**src/rtl/pcm2pdm.sv**
```systemverilog
// pcm2pdm: PCM to 1-bit PDM via a zero-stuffed CIC interpolator and a first-order modulator.
// Define PCM2PDM_DITHER_EN to add a 16-bit LFSR dither (-8..+7) into the modulator.
module pcm2pdm #(
  parameter int R         = 24,
  parameter int N         = 4,
  parameter int IN_WIDTH  = 16,
  parameter int ACC_WIDTH = 36,
  parameter int SHIFT     = 14
) (
  input  logic                       clk,
  input  logic                       reset_n,
  input  logic signed [IN_WIDTH-1:0] din,
  input  logic                       din_valid,
  output logic                       din_ready,
  output logic                       pdm_out,
  output logic                       underrun
);

  localparam int PW   = (R > 1) ? $clog2(R) : 1;
  localparam int SD_W = 18;

  localparam logic signed [ACC_WIDTH-1:0] Y_MAX =
    {{(ACC_WIDTH-IN_WIDTH+1){1'b0}}, {(IN_WIDTH-1){1'b1}}};
  localparam logic signed [ACC_WIDTH-1:0] Y_MIN =
    {{(ACC_WIDTH-IN_WIDTH+1){1'b1}}, {(IN_WIDTH-1){1'b0}}};
  localparam logic signed [SD_W-1:0] FB_POS = 18'sd32768;
  localparam logic signed [SD_W-1:0] FB_NEG = -18'sd32768;

  logic [PW-1:0]                phase;
  logic                         strobe;
  logic                         full;
  logic                         accept;
  logic signed [IN_WIDTH-1:0]   hold;
  logic signed [IN_WIDTH-1:0]   last;
  logic signed [IN_WIDTH-1:0]   sample_in;
  logic signed [ACC_WIDTH-1:0]  comb_x   [N+1];
  logic signed [ACC_WIDTH-1:0]  comb_dly [N];
  logic signed [ACC_WIDTH-1:0]  comb_out;
  logic                         stuff;
  logic signed [ACC_WIDTH-1:0]  integ    [N];
  logic signed [ACC_WIDTH-1:0]  shifted;
  logic signed [IN_WIDTH-1:0]   y;
  logic signed [SD_W-1:0]       y_ext;
  logic signed [SD_W-1:0]       fb;
  logic signed [SD_W-1:0]       dither;
  logic signed [SD_W-1:0]       sd_acc;
  logic signed [SD_W-1:0]       sd_next;

  assign strobe    = (phase == PW'(R - 1));
  assign din_ready = ~full;
  assign accept    = din_valid & ~full;
  // An empty slot repeats the previously consumed sample (zero after reset).
  assign sample_in = full ? hold : last;

  always_comb begin
    comb_x[0] = {{(ACC_WIDTH-IN_WIDTH){sample_in[IN_WIDTH-1]}}, sample_in};
    for (int k = 0; k < N; k++) begin
      comb_x[k+1] = comb_x[k] - comb_dly[k];
    end
  end

  always_ff @(posedge clk) begin
    if (!reset_n) begin
      phase    <= '0;
      full     <= 1'b0;
      hold     <= '0;
      last     <= '0;
      underrun <= 1'b0;
      stuff    <= 1'b0;
      comb_out <= '0;
      for (int k = 0; k < N; k++) begin
        comb_dly[k] <= '0;
      end
    end else begin
      phase    <= strobe ? '0 : phase + PW'(1);
      underrun <= strobe & ~full;
      stuff    <= strobe;
      if (strobe && full) begin
        full <= 1'b0;
      end else if (accept) begin
        full <= 1'b1;
        hold <= din;
      end
      if (strobe) begin
        last     <= sample_in;
        comb_out <= comb_x[N];
        for (int k = 0; k < N; k++) begin
          comb_dly[k] <= comb_x[k];
        end
      end
    end
  end

  // Integrators run at the full clock rate; stage 0 sees comb_out only on the stuff cycle.
  always_ff @(posedge clk) begin
    if (!reset_n) begin
      for (int k = 0; k < N; k++) begin
        integ[k] <= '0;
      end
    end else begin
      integ[0] <= integ[0] + (stuff ? comb_out : '0);
      for (int k = 1; k < N; k++) begin
        integ[k] <= integ[k] + integ[k-1];
      end
    end
  end

  always_comb begin
    shifted = integ[N-1] >>> SHIFT;
    y       = shifted[IN_WIDTH-1:0];
    if (shifted > Y_MAX) begin
      y = Y_MAX[IN_WIDTH-1:0];
    end else if (shifted < Y_MIN) begin
      y = Y_MIN[IN_WIDTH-1:0];
    end
  end

`ifdef PCM2PDM_DITHER_EN
  logic [15:0] lfsr;
  logic        lfsr_fb;

  assign lfsr_fb = lfsr[15] ^ lfsr[13] ^ lfsr[12] ^ lfsr[10];
  assign dither  = $signed({14'b0, lfsr[3:0]}) - 18'sd8;

  always_ff @(posedge clk) begin
    if (!reset_n) begin
      lfsr <= 16'hACE1;
    end else begin
      lfsr <= {lfsr[14:0], lfsr_fb};
    end
  end
`else
  assign dither = '0;
`endif

  always_comb begin
    y_ext   = {{(SD_W-IN_WIDTH){y[IN_WIDTH-1]}}, y};
    fb      = pdm_out ? FB_POS : FB_NEG;
    sd_next = sd_acc + y_ext + dither - fb;
  end

  always_ff @(posedge clk) begin
    if (!reset_n) begin
      sd_acc  <= '0;
      pdm_out <= 1'b0;
    end else begin
      sd_acc  <= sd_next;
      pdm_out <= ~sd_next[SD_W-1];
    end
  end

endmodule

```
**config.mk**
```make
export PLATFORM = sky130hd
export DESIGN_NAME = pcm2pdm
export DESIGN_NICKNAME = d
export VERILOG_FILES = /design/src/rtl/pcm2pdm.sv
export SDC_FILE = /design/constraint.sdc
export NUM_CORES = 1
export LEC_CHECK = 0
export CORE_ASPECT_RATIO = 0.75
export CORE_MARGIN = 8
export CORE_UTILIZATION = 63
export DETAILED_ROUTE_END_ITERATION = 12
export PLACE_DENSITY_LB_ADDON = 0.08
export SLEW_MARGIN = 30
export SYNTH_ARGS = -nofsm -noshare
export SYNTH_HDL_FRONTEND = slang
export SYNTH_SLANG_ARGS = --single-unit
```
**constraint.sdc**
```tcl
create_clock -name clk -period 12.1 [get_ports clk]
set_input_delay 2.42 -clock clk [delete_from_list [all_inputs] [get_ports clk]]
set_output_delay 2.42 -clock clk [all_outputs]
set_load 0.03 [all_outputs]
```
==> results.toml, run 1 <==
[run_status]
outcome = "finished clean"

[final_layout]
synthToLayoutAreaGrowth_pct = 8.07
multi_input_comb_area_um2 = 15700
drive_gt1_frac = 0.0484
antenna-diode-count = 0
fillers = 3245
fin_nets = 3251
final-seq-area_um2 = 8510

[clock_tree]
setup_buffers_after_cts = 0
clkTransAtPathRegs_ps = 60
clock_tree.htree_level_count = 2
clock-root-buffer = "sky130_fd_sc_hd__clkbuf_16"
hold_buffers = 0
postCtsResizedCells = 0
cts_tree = "done"
cts_made_buffers = 40
tritoncts_num_sinks = 363
cts_buffer_depth = 3
clkLatencyLatePin_ps = 550

[critical_path]
r2r-start = "full$_SDFFE_PP0P_"
cpPeakStageDelay_ps = 970
setup.worst_path.end_class = "register"
worst_r2r_path_depth = 43
timing.critical_path.from_type = "register"
crit_end = "comb_out[35]$_SDFFE_PN0P_"
r2r_setup_slack_ps = 1600
worst-endpoint-required_ps = 12520
startpoint_to_endpoint_class_of_the_critical_path = "register to register"
worst_ep_arrival_time_ps = 10930
critical_path_peak_fanout = 21
critical-path-slowest-cell = "sky130_fd_sc_hd__dfxtp_1"
start_point_of_the_critical_path = "full$_SDFFE_PP0P_"
worst_r2r_endpoint = "comb_out[35]$_SDFFE_PN0P_"

[hold_path]
timing.hold.worst.class = "register to register"
min_path_cells = 2

[placed_design]
detailed_place_hpwl_mm = 41.8
pre_cts_slack_ps = 1830
global_placer_s_final_weighted_congestion = 0.896
quantity_of_i_o_buffers_inserted_on_ports = 21

[die]
floorplan.die_area_um2 = 47200
initial_core_util = 0.642
core.rowCount = 63
placeableCoreArea_um2 = 39600
ios = 22
fp.dieW_um = 248
die_h_um = 190

[timing]
timing.setup.tns_ps = 0
final_max_slew_violation_count = 0
postLayoutSetupSlackWorst_ps = 1600
skew_ps = 23.8
setup_viol_count_final = 0
relSlewSlack = 0.337
worst_pin_slew_ps = 993
final_hold_viol_count = 0
clock.fmax_mhz = 95.2
final_min_period_over_clock_period = 0.868
finalWorstPathRequiredPeriod_ps = 10500
grt_setup_unrepaired = "no"

[logic_synthesis]
synth_area_um2 = 25500
postSynthNetCount = 3244
ys_types = 87
synth_edf_count = 124
yosys_warnings = 0
synth_seq_area_share = 0.334
synth-adder-area-share = 0.154
post_synth_mux_area_share = 0.00934
post_synth_xor_area_fraction = 0.0741
synthFlopType = "sky130_fd_sc_hd__dfxtp_1"
synth-async-reset-ratio = 0
synth-compound-area-share = 0.211
synth-seq-cells = 363
synth_top_family_by_area = "compound AO/OA/AOI/OAI gates"
postSynthCellCount = 2918
synth-simple-area-share = 0.168
syn_avg_cell_area_um2 = 8.72

[route]
vias_per_cell = 5.87
totalWireLength_mm = 56.3
dr.pass1.iters = 5
routed_wire_length_per_instance_um = 16.2
detail-route-antenna-nets = 0
route.detailed.drc = 0
routed-via-count = 20400
drt-initial-drc-count = 1349

[power_and_ir_drop]
ir_drop_uv = 141
cellPowerDensity_nw_per_um2 = 171
power.static_leakage_nw = 12.5

[global_route]
grt_start_max_net_pins = 117
total_overflow_reported_by_the_global_router = 0
first_global_vias = 18800
number_of_antenna_violations_at_the_first_check_in_global_routing = 1
grt_pass1_wl_mm = 92.1
grt_util_all_layers = 0.231

[flow_run]
max_cap_violations = 0
worst max-delay path: cells and delay by family (launching register included):
kind	cells	cell delay, ps
compound gates	25	5400
fa+ha+maj	6	2310
flops	1	970
simple gates	7	900
xor+xnor	3	530
mux	1	230
buf+inv	1	50
area by class of cell:
cell class	instances	share of cell area
multi-input cells	2222	0.571
inverters	267	0.0366
flip-flops and latches	363	0.309
clock buffers	59	0.0458
clock inverters	14	0.00318
repair buffers	31	0.0103
well taps	520	0.0237
how the worst min path moves through the flow:
| stage | start | endpoint |
|---|---|---|
| after floorplan | comb_out[14]$_SDFFE_PN0P_ | comb_out[14]$_SDFFE_PN0P_ |
| after global placement | comb_out[6]$_SDFFE_PN0P_ | comb_out[6]$_SDFFE_PN0P_ |
| after detailed placement | comb_out[29]$_SDFFE_PN0P_ | comb_out[29]$_SDFFE_PN0P_ |
| after CTS | comb_out[29]$_SDFFE_PN0P_ | comb_out[29]$_SDFFE_PN0P_ |
| after global routing | last[0]$_SDFFE_PN0P_ | last[0]$_SDFFE_PN0P_ |
| final | comb_out[29]$_SDFFE_PN0P_ | comb_out[29]$_SDFFE_PN0P_ |
cell usage after synthesis, types with 6 or more instances:
library cell	count	area share
sky130_fd_sc_hd__a211oi_1	28	0.0083
sky130_fd_sc_hd__a21bo_2	9	0.0035
sky130_fd_sc_hd__a21boi_0	6	0.0018
sky130_fd_sc_hd__a21boi_1	7	0.0021
sky130_fd_sc_hd__a21o_1	132	0.039
sky130_fd_sc_hd__a21oi_1	236	0.046
sky130_fd_sc_hd__a31oi_1	21	0.0052
sky130_fd_sc_hd__and2_1	161	0.040
sky130_fd_sc_hd__and3_1	21	0.0052
sky130_fd_sc_hd__buf_1	10	0.0015
sky130_fd_sc_hd__clkbuf_1	55	0.0081
sky130_fd_sc_hd__dfxtp_1	239	0.19
sky130_fd_sc_hd__edfxtp_1	124	0.15
sky130_fd_sc_hd__fa_1	11	0.0087
sky130_fd_sc_hd__ha_1	296	0.15
sky130_fd_sc_hd__inv_1	263	0.039
sky130_fd_sc_hd__mux2_2	14	0.0062
sky130_fd_sc_hd__mux2i_1	8	0.0031
sky130_fd_sc_hd__nand2_1	174	0.026
sky130_fd_sc_hd__nand2b_1	43	0.011
sky130_fd_sc_hd__nand3_1	42	0.0083
sky130_fd_sc_hd__nand4_1	25	0.0061
sky130_fd_sc_hd__nor2_1	244	0.036
sky130_fd_sc_hd__nor2b_1	27	0.0066
sky130_fd_sc_hd__nor3_1	53	0.010
sky130_fd_sc_hd__nor3b_1	14	0.0041
sky130_fd_sc_hd__nor4_1	10	0.0025
sky130_fd_sc_hd__o211ai_1	14	0.0041
sky130_fd_sc_hd__o21a_1	42	0.012
sky130_fd_sc_hd__o21ai_0	152	0.030
sky130_fd_sc_hd__o21ai_1	31	0.0061
sky130_fd_sc_hd__o21bai_1	38	0.011
sky130_fd_sc_hd__o221ai_1	6	0.0021
sky130_fd_sc_hd__o31a_1	7	0.0024
sky130_fd_sc_hd__o31ai_1	11	0.0032
sky130_fd_sc_hd__o41ai_1	11	0.0038
sky130_fd_sc_hd__or2_2	7	0.0017
sky130_fd_sc_hd__or3_1	10	0.0025
sky130_fd_sc_hd__xnor2_1	128	0.044
sky130_fd_sc_hd__xor2_1	83	0.029
flip-flops by register name, indices dropped and copies added, names as in the netlist, 5 cells and up:
name	flops
integ	144
comb_dly	124
comb_out	36
sd_acc	18
hold	16
last	16
phase	5
per-layer routing:
metal,part of all wire,track usage
met1,0.52,0.352
met2,0.41,0.341
met3,0.053,0.0352
met4,0.017,0.0500
met5,0,0
stage by stage:
step	instances	area, um2	util	total power, mW	hold slack [ps]
floorplan	2918	25500	-	3.04	417
global placement	3403	26100	0.659	3.39	429
detailed placement	3403	26200	0.660	3.45	434
CTS	3476	27500	0.693	4.71	447
global route	3476	27500	0.694	5.04	464
finish	3476	27500	0.694	4.71	444
cells in the final DEF (no fill, tap or decap), types with 83 or more instances in the layout:
cell type,synthesis,layout
sky130_fd_sc_hd__ha_1,296,296
sky130_fd_sc_hd__inv_1,263,261
sky130_fd_sc_hd__nor2_1,244,243
sky130_fd_sc_hd__dfxtp_1,239,238
sky130_fd_sc_hd__a21oi_1,236,235
sky130_fd_sc_hd__nand2_1,174,174
sky130_fd_sc_hd__and2_1,161,161
sky130_fd_sc_hd__o21ai_0,152,151
sky130_fd_sc_hd__a21o_1,132,132
sky130_fd_sc_hd__xnor2_1,128,128
sky130_fd_sc_hd__edfxtp_1,124,124
sky130_fd_sc_hd__xor2_1,83,83
cells by family after synthesis:
family          after synthesis
simple gates                857
compound gates              823
flops                       363
buf+inv                     333
fa+ha+maj                   307
xor+xnor                    213
mux                          22
report_power, final:
| part | internal [mW] | switching [mW] |
|---|---|---|
| Sequential | 1.31 | 0.0260 |
| Combinational | 0.897 | 1.23 |
| Clock | 0.725 | 0.515 |
| Total | 2.94 | 1.77 |
No activity file was read; power rests on OpenSTA's default activity.
==> run 2, diff against run 1 <==
REMOVE_ABC_BUFFERS = 1   (was unset)
SLEW_MARGIN = 20   (was 30)
==> results.toml, run 2 (same netlist as run 1, synthesis figures left out) <==
[power_and_ir_drop]
cellPowerDensity_nw_per_um2 = 173
totalPowerFinal_mw = 4.75
ir_drop_uv = 155
power.static_leakage_nw = 12.5

[hold_path]
min_delay_worst_endpoint = "comb_out[17]$_SDFFE_PN0P_"
timing.hold.worst.class = "register to register"
min_path_cells = 2
hold_start = "comb_out[17]$_SDFFE_PN0P_"

[critical_path]
cpPeakStageDelay_ps = 1010
worst_ep_arrival_time_ps = 10840
worst_r2r_path_depth = 43
timing.critical_path.from_type = "register"
startpoint_to_endpoint_class_of_the_critical_path = "register to register"
r2r-start = "full$_SDFFE_PP0P_"
worst_path_dominant_cell_family = "compound AO/OA/AOI/OAI gates"
worst-endpoint-required_ps = 12530
worstPathBufferInverterCount = 1
setup.worst_path.end_class = "register"
r2r_setup_slack_ps = 1700
critical-path-slowest-cell = "sky130_fd_sc_hd__dfxtp_1"
worst_r2r_endpoint = "comb_out[35]$_SDFFE_PN0P_"
critical_path_peak_fanout = 21

[final_layout]
stdcell_area_um2 = 27500
final-seq-area_um2 = 8510
reg.largest.list = "integ: 144 flops, comb_dly: 124 flops, comb_out: 36 flops"
final_common_cell = "sky130_fd_sc_hd__ha_1"
top_library_cells_by_usage_in_the_layout_fill_and_taps_aside = "sky130_fd_sc_hd__ha_1 (296), sky130_fd_sc_hd__inv_1 (261), sky130_fd_sc_hd__nor2_1 (243), sky130_fd_sc_hd__dfxtp_1 (239), sky130_fd_sc_hd__a21oi_1 (235)"
drive_gt1_frac = 0.0481
flip_flop_count_of_the_largest_register_all_copies_and_words_added = 144
fin_nets = 3250
registers.top_by_ff_count = "integ"
multi_input_comb_area_um2 = 15700
fillers = 3170
synthToLayoutAreaGrowth_pct = 8.17
post-route-util = 0.694
instances_no_fill = 3476

[global_route]
number_of_antenna_violations_at_the_first_check_in_global_routing = 0
grt_util_all_layers = 0.235
grt_pass1_wl_mm = 94.0
total_overflow_reported_by_the_global_router = 0
grt_start_max_net_pins = 98
first_global_vias = 19200

[timing]
worst_pin_slew_ps = 1090
timing.setup.tns_ps = 0
setup_viol_count_final = 0
final_hold_viol_count = 0
finalWorstPathRequiredPeriod_ps = 10400
postLayoutSetupSlackWorst_ps = 1700
skew_ps = 23.2
final_max_slew_violation_count = 0
grt_setup_unrepaired = "no"
holdWs_ps = 448
final_min_period_over_clock_period = 0.860
clock.fmax_mhz = 96.1
relSlewSlack = 0.255

[clock_tree]
setup_buffers_after_cts = 0
postCtsResizedCells = 0
clkTransAtPathRegs_ps = 60
cts_tree = "done"
cts_buffer_depth = 3
clkLatencyLatePin_ps = 550
cts_made_buffers = 40
clock_tree.htree_level_count = 2
tritoncts_num_sinks = 363
hold_buffers = 0
clock-root-buffer = "sky130_fd_sc_hd__clkbuf_16"

[route]
route.detailed.drc = 0
totalWireLength_mm = 56.5
dr.pass1.iters = 5
routed-via-count = 20500
routed_wire_length_per_instance_um = 16.2
drt-initial-drc-count = 1559
vias_per_cell = 5.89
detail-route-antenna-nets = 0

[die]
ios = 22
placeableCoreArea_um2 = 39600
die_h_um = 190
initial_core_util = 0.642
floorplan.die_area_um2 = 47200
fp.dieW_um = 248
core.rowCount = 63

[placed_design]
post-place-cells = 3402
detailed_place.area_um2 = 26100
global_placer_s_final_weighted_congestion = 0.874
pre_cts_slack_ps = 1860
detailed_place_hpwl_mm = 41.7
quantity_of_i_o_buffers_inserted_on_ports = 21

[run_status]
outcome = "finished clean"

[flow_run]
max_cap_violations = 0
==> run 2: area by class of cell <==
cell class                 count  share of cell area
timing repair buffer          30             0.00991
multi-input combinational   2222               0.571
antenna                        1           0.0000909
sequential                   363               0.309
clock buffer                  59              0.0452
tap                          520              0.0236
clock inverter                14             0.00491
inverter                     267              0.0366
==> run 2: where the power goes <==
group          switching, mW  internal [mW]  total, mW
Sequential            0.0251           1.31       1.34
Clock                  0.518          0.758       1.28
Combinational           1.24          0.896       2.14
==> run 2: how the worst max path moves through the flow <==
stage               cells after the start              start                        end
floorplan                              42  full$_SDFFE_PP0P_  comb_out[35]$_SDFFE_PN0P_
global placement                       42  full$_SDFFE_PP0P_  comb_out[35]$_SDFFE_PN0P_
detailed placement                     43  full$_SDFFE_PP0P_  comb_out[35]$_SDFFE_PN0P_
CTS                                    43  full$_SDFFE_PP0P_  comb_out[35]$_SDFFE_PN0P_
global route                           43  full$_SDFFE_PP0P_  comb_out[35]$_SDFFE_PN0P_
finish                                 43  full$_SDFFE_PP0P_  comb_out[35]$_SDFFE_PN0P_
==> run 2: routing by layer <==
metal | routed length, um | vias to the layer above | global-route usage
met1 | 28500 | 9574 | 0.358
met5 | 0 | - | 0
met2 | 23600 | 472 | 0.348
li1 | - | 10300 | -
met3 | 3360 | 83 | 0.0348
met4 | 939 | 0 | 0.0479
==> run 2: tightest hold or removal path, delay by kind of cell, from the launching register on <==
kind | cells | cell delay [ps]
flops | 1 | 320
compound gates | 1 | 50
simple gates | 1 | 40
==> run 3, diff against run 2 <==
ABC_AREA = 1   (was unset)
CAP_MARGIN = 20   (was unset)
REMOVE_ABC_BUFFERS = unset   (was 1)
==> results.toml, run 3 <==
[run_status]
outcome = "finished clean"

[placed_design]
pre_cts_slack_ps = 3550
detailed_place.area_um2 = 27700
quantity_of_i_o_buffers_inserted_on_ports = 21
detailed_place_hpwl_mm = 57.9
global_placer_s_final_weighted_congestion = 0.969

[critical_path]
worst-endpoint-required_ps = 12550
crit_top_cell = "sky130_fd_sc_hd__nand2_1"
critical-path-slowest-cell = "sky130_fd_sc_hd__dfxtp_1"
worst_path_dominant_cell_family = "simple AND/OR/NAND/NOR gates"
worstSetupPathDepth = 48
worst_r2r_path_depth = 48
critical_path_peak_fanout = 20
timing.critical_path.from_type = "register"
worst_ep_arrival_time_ps = 9180
setup.worst_path.end_class = "register"
cpPeakStageDelay_ps = 620
startpoint_to_endpoint_class_of_the_critical_path = "register to register"
worstPathBufferInverterCount = 5

[logic_synthesis]
synth_top_area_share = 0.177
synth.largest_area_cell = "sky130_fd_sc_hd__dfxtp_1"
synthFlopType = "sky130_fd_sc_hd__dfxtp_1"
postSynthCellCount = 3766
synth-async-reset-ratio = 0
synth.cells.most_frequent = "sky130_fd_sc_hd__nand2_1 (649), sky130_fd_sc_hd__inv_1 (595), sky130_fd_sc_hd__a21oi_1 (498)"
postSynthNetCount = 4092
synth_seq_area_share = 0.315
netlist_top_cells_area = "sky130_fd_sc_hd__dfxtp_1 (18%), sky130_fd_sc_hd__edfxtp_1 (14%), sky130_fd_sc_hd__ha_1 (14%)"
syn_avg_cell_area_um2 = 7.17
ys_types = 61
synth_most_common_cell = "sky130_fd_sc_hd__nand2_1"
synth-seq-cells = 363
synth_area_um2 = 27000
synth_edf_count = 124
yosys_warnings = 0

[global_route]
grt_util_all_layers = 0.291
first_global_vias = 23700
number_of_antenna_violations_at_the_first_check_in_global_routing = 0
grt_pass1_wl_mm = 119
grt_start_max_net_pins = 82
total_overflow_reported_by_the_global_router = 0

[final_layout]
antenna-diode-count = 0
top_library_cells_by_usage_in_the_layout_fill_and_taps_aside = "sky130_fd_sc_hd__nand2_1 (648), sky130_fd_sc_hd__inv_1 (593), sky130_fd_sc_hd__a21oi_1 (498), sky130_fd_sc_hd__nor2_1 (397), sky130_fd_sc_hd__o21ai_0 (347)"
final_common_cell = "sky130_fd_sc_hd__nand2_1"
fillers = 3684
stdcell_area_um2 = 29000
synthToLayoutAreaGrowth_pct = 7.42
registers.top_by_ff_count = "integ"
fin_nets = 4101
flip_flop_count_of_the_largest_register_all_copies_and_words_added = 144
drive_gt1_frac = 0.0400
reg.largest.list = "integ: 144 flops, comb_dly: 124 flops, comb_out: 36 flops"

[timing]
setup_viol_count_final = 0
final_max_slew_violation_count = 0
final_min_period_over_clock_period = 0.721
postLayoutSetupSlackWorst_ps = 3370
finalWorstPathRequiredPeriod_ps = 8730
worst_pin_slew_ps = 1060
skew_ps = 12.0
holdWs_ps = 449
relSlewSlack = 0.292
grt_setup_unrepaired = "no"
final_hold_viol_count = 0
timing.setup.tns_ps = 0
clock.fmax_mhz = 115

[power_and_ir_drop]
cellInternalPower_mw = 3.37
power_frac_seq = 0.194
cellPowerDensity_nw_per_um2 = 231
combinational_share_of_power = 0.628
p_clk_frac = 0.178
ir_drop_uv = 259
power.share.switching = 0.498
power.static_leakage_nw = 13.8
totalPowerFinal_mw = 6.71
switching_power_mw = 3.34

[clock_tree]
cts_buffer_depth = 3
cts_made_buffers = 40
clkLatencyLatePin_ps = 560
tritoncts_num_sinks = 363
clock-root-buffer = "sky130_fd_sc_hd__clkbuf_16"
clock_tree.htree_level_count = 2
hold_buffers = 0
postCtsResizedCells = 0
clkTransAtPathRegs_ps = 60
setup_buffers_after_cts = 0
cts_tree = "done"

[route]
vias_per_cell = 5.76
routed_wire_length_per_instance_um = 16.8
dr.pass1.iters = 6
wl_met2_mm = 29.2
route.detailed.drc = 0
totalWireLength_mm = 73.3
route.top_layer_used = "met4"
drt-initial-drc-count = 2340
m1WireLength_mm = 35.8
routed-via-count = 25200
detail-route-antenna-nets = 0
met3WireLength_mm = 6.79

[hold_path]
timing.hold.worst.class = "register to register"
min_path_cells = 1

[flow_run]
max_cap_violations = 0

[die]
die_h_um = 195
fp.dieW_um = 255
placeableCoreArea_um2 = 42100
floorplan.die_area_um2 = 49800
ios = 22
core.rowCount = 65
initial_core_util = 0.641
[run 3: cell families after synthesis]
kind of cell,after synthesis,share of synthesized area
fa+ha+maj,307,0.145
flops,363,0.315
buf+inv,657,0.0917
simple gates,1244,0.189
compound gates,1097,0.227
xor+xnor,98,0.0318
[run 3: path summary, 6_finish.rpt]
check                 startpoint  slack, ps                   endpoint
max reg2reg    full$_SDFFE_PP0P_       3370  comb_out[33]$_SDFFE_PN0P_
min          phase[0]$_SDFF_PP0_        450        phase[0]$_SDFF_PP0_
min reg2reg  phase[0]$_SDFF_PP0_        450        phase[0]$_SDFF_PP0_
max            full$_SDFFE_PP0P_       3370  comb_out[33]$_SDFFE_PN0P_
[run 3: final cells by class]
type	instances	area, um2	share of cell area
Sequential cell	363	8510	0.293
Multi-Input combinational cell	2746	16000	0.553
Clock inverter	15	109	0.00375
Inverter	596	2240	0.0773
Clock buffer	56	1140	0.0394
Timing Repair Buffer	28	260	0.00898
Tap cell	569	712	0.0246
[run 3: power groups by stage]
| stage | Combinational, mW | Sequential [mW] | Clock (mW) |
|---|---|---|---|
| finish | 4.22 | 1.30 | 1.19 |
| global route | 4.70 | 1.30 | 1.25 |
| CTS | 4.12 | 1.30 | 1.21 |
| detailed placement | 4.10 | 1.33 | 0 |
| global placement | 4.04 | 1.33 | 0 |
| floorplan | 3.04 | 1.33 | 0 |
[run 3: layer usage]
layer	track usage	vias to the layer above
met5	0	-
met4	0.0711	0
met3	0.0523	107
met2	0.418	904
met1	0.444	11500
li1	-	12700
[run 3: stage by stage]
step                utilization  std cells
floorplan                     -       3766
global placement          0.658       4302
detailed placement        0.658       4302
CTS                       0.688       4373
global route              0.688       4373
finish                    0.688       4373
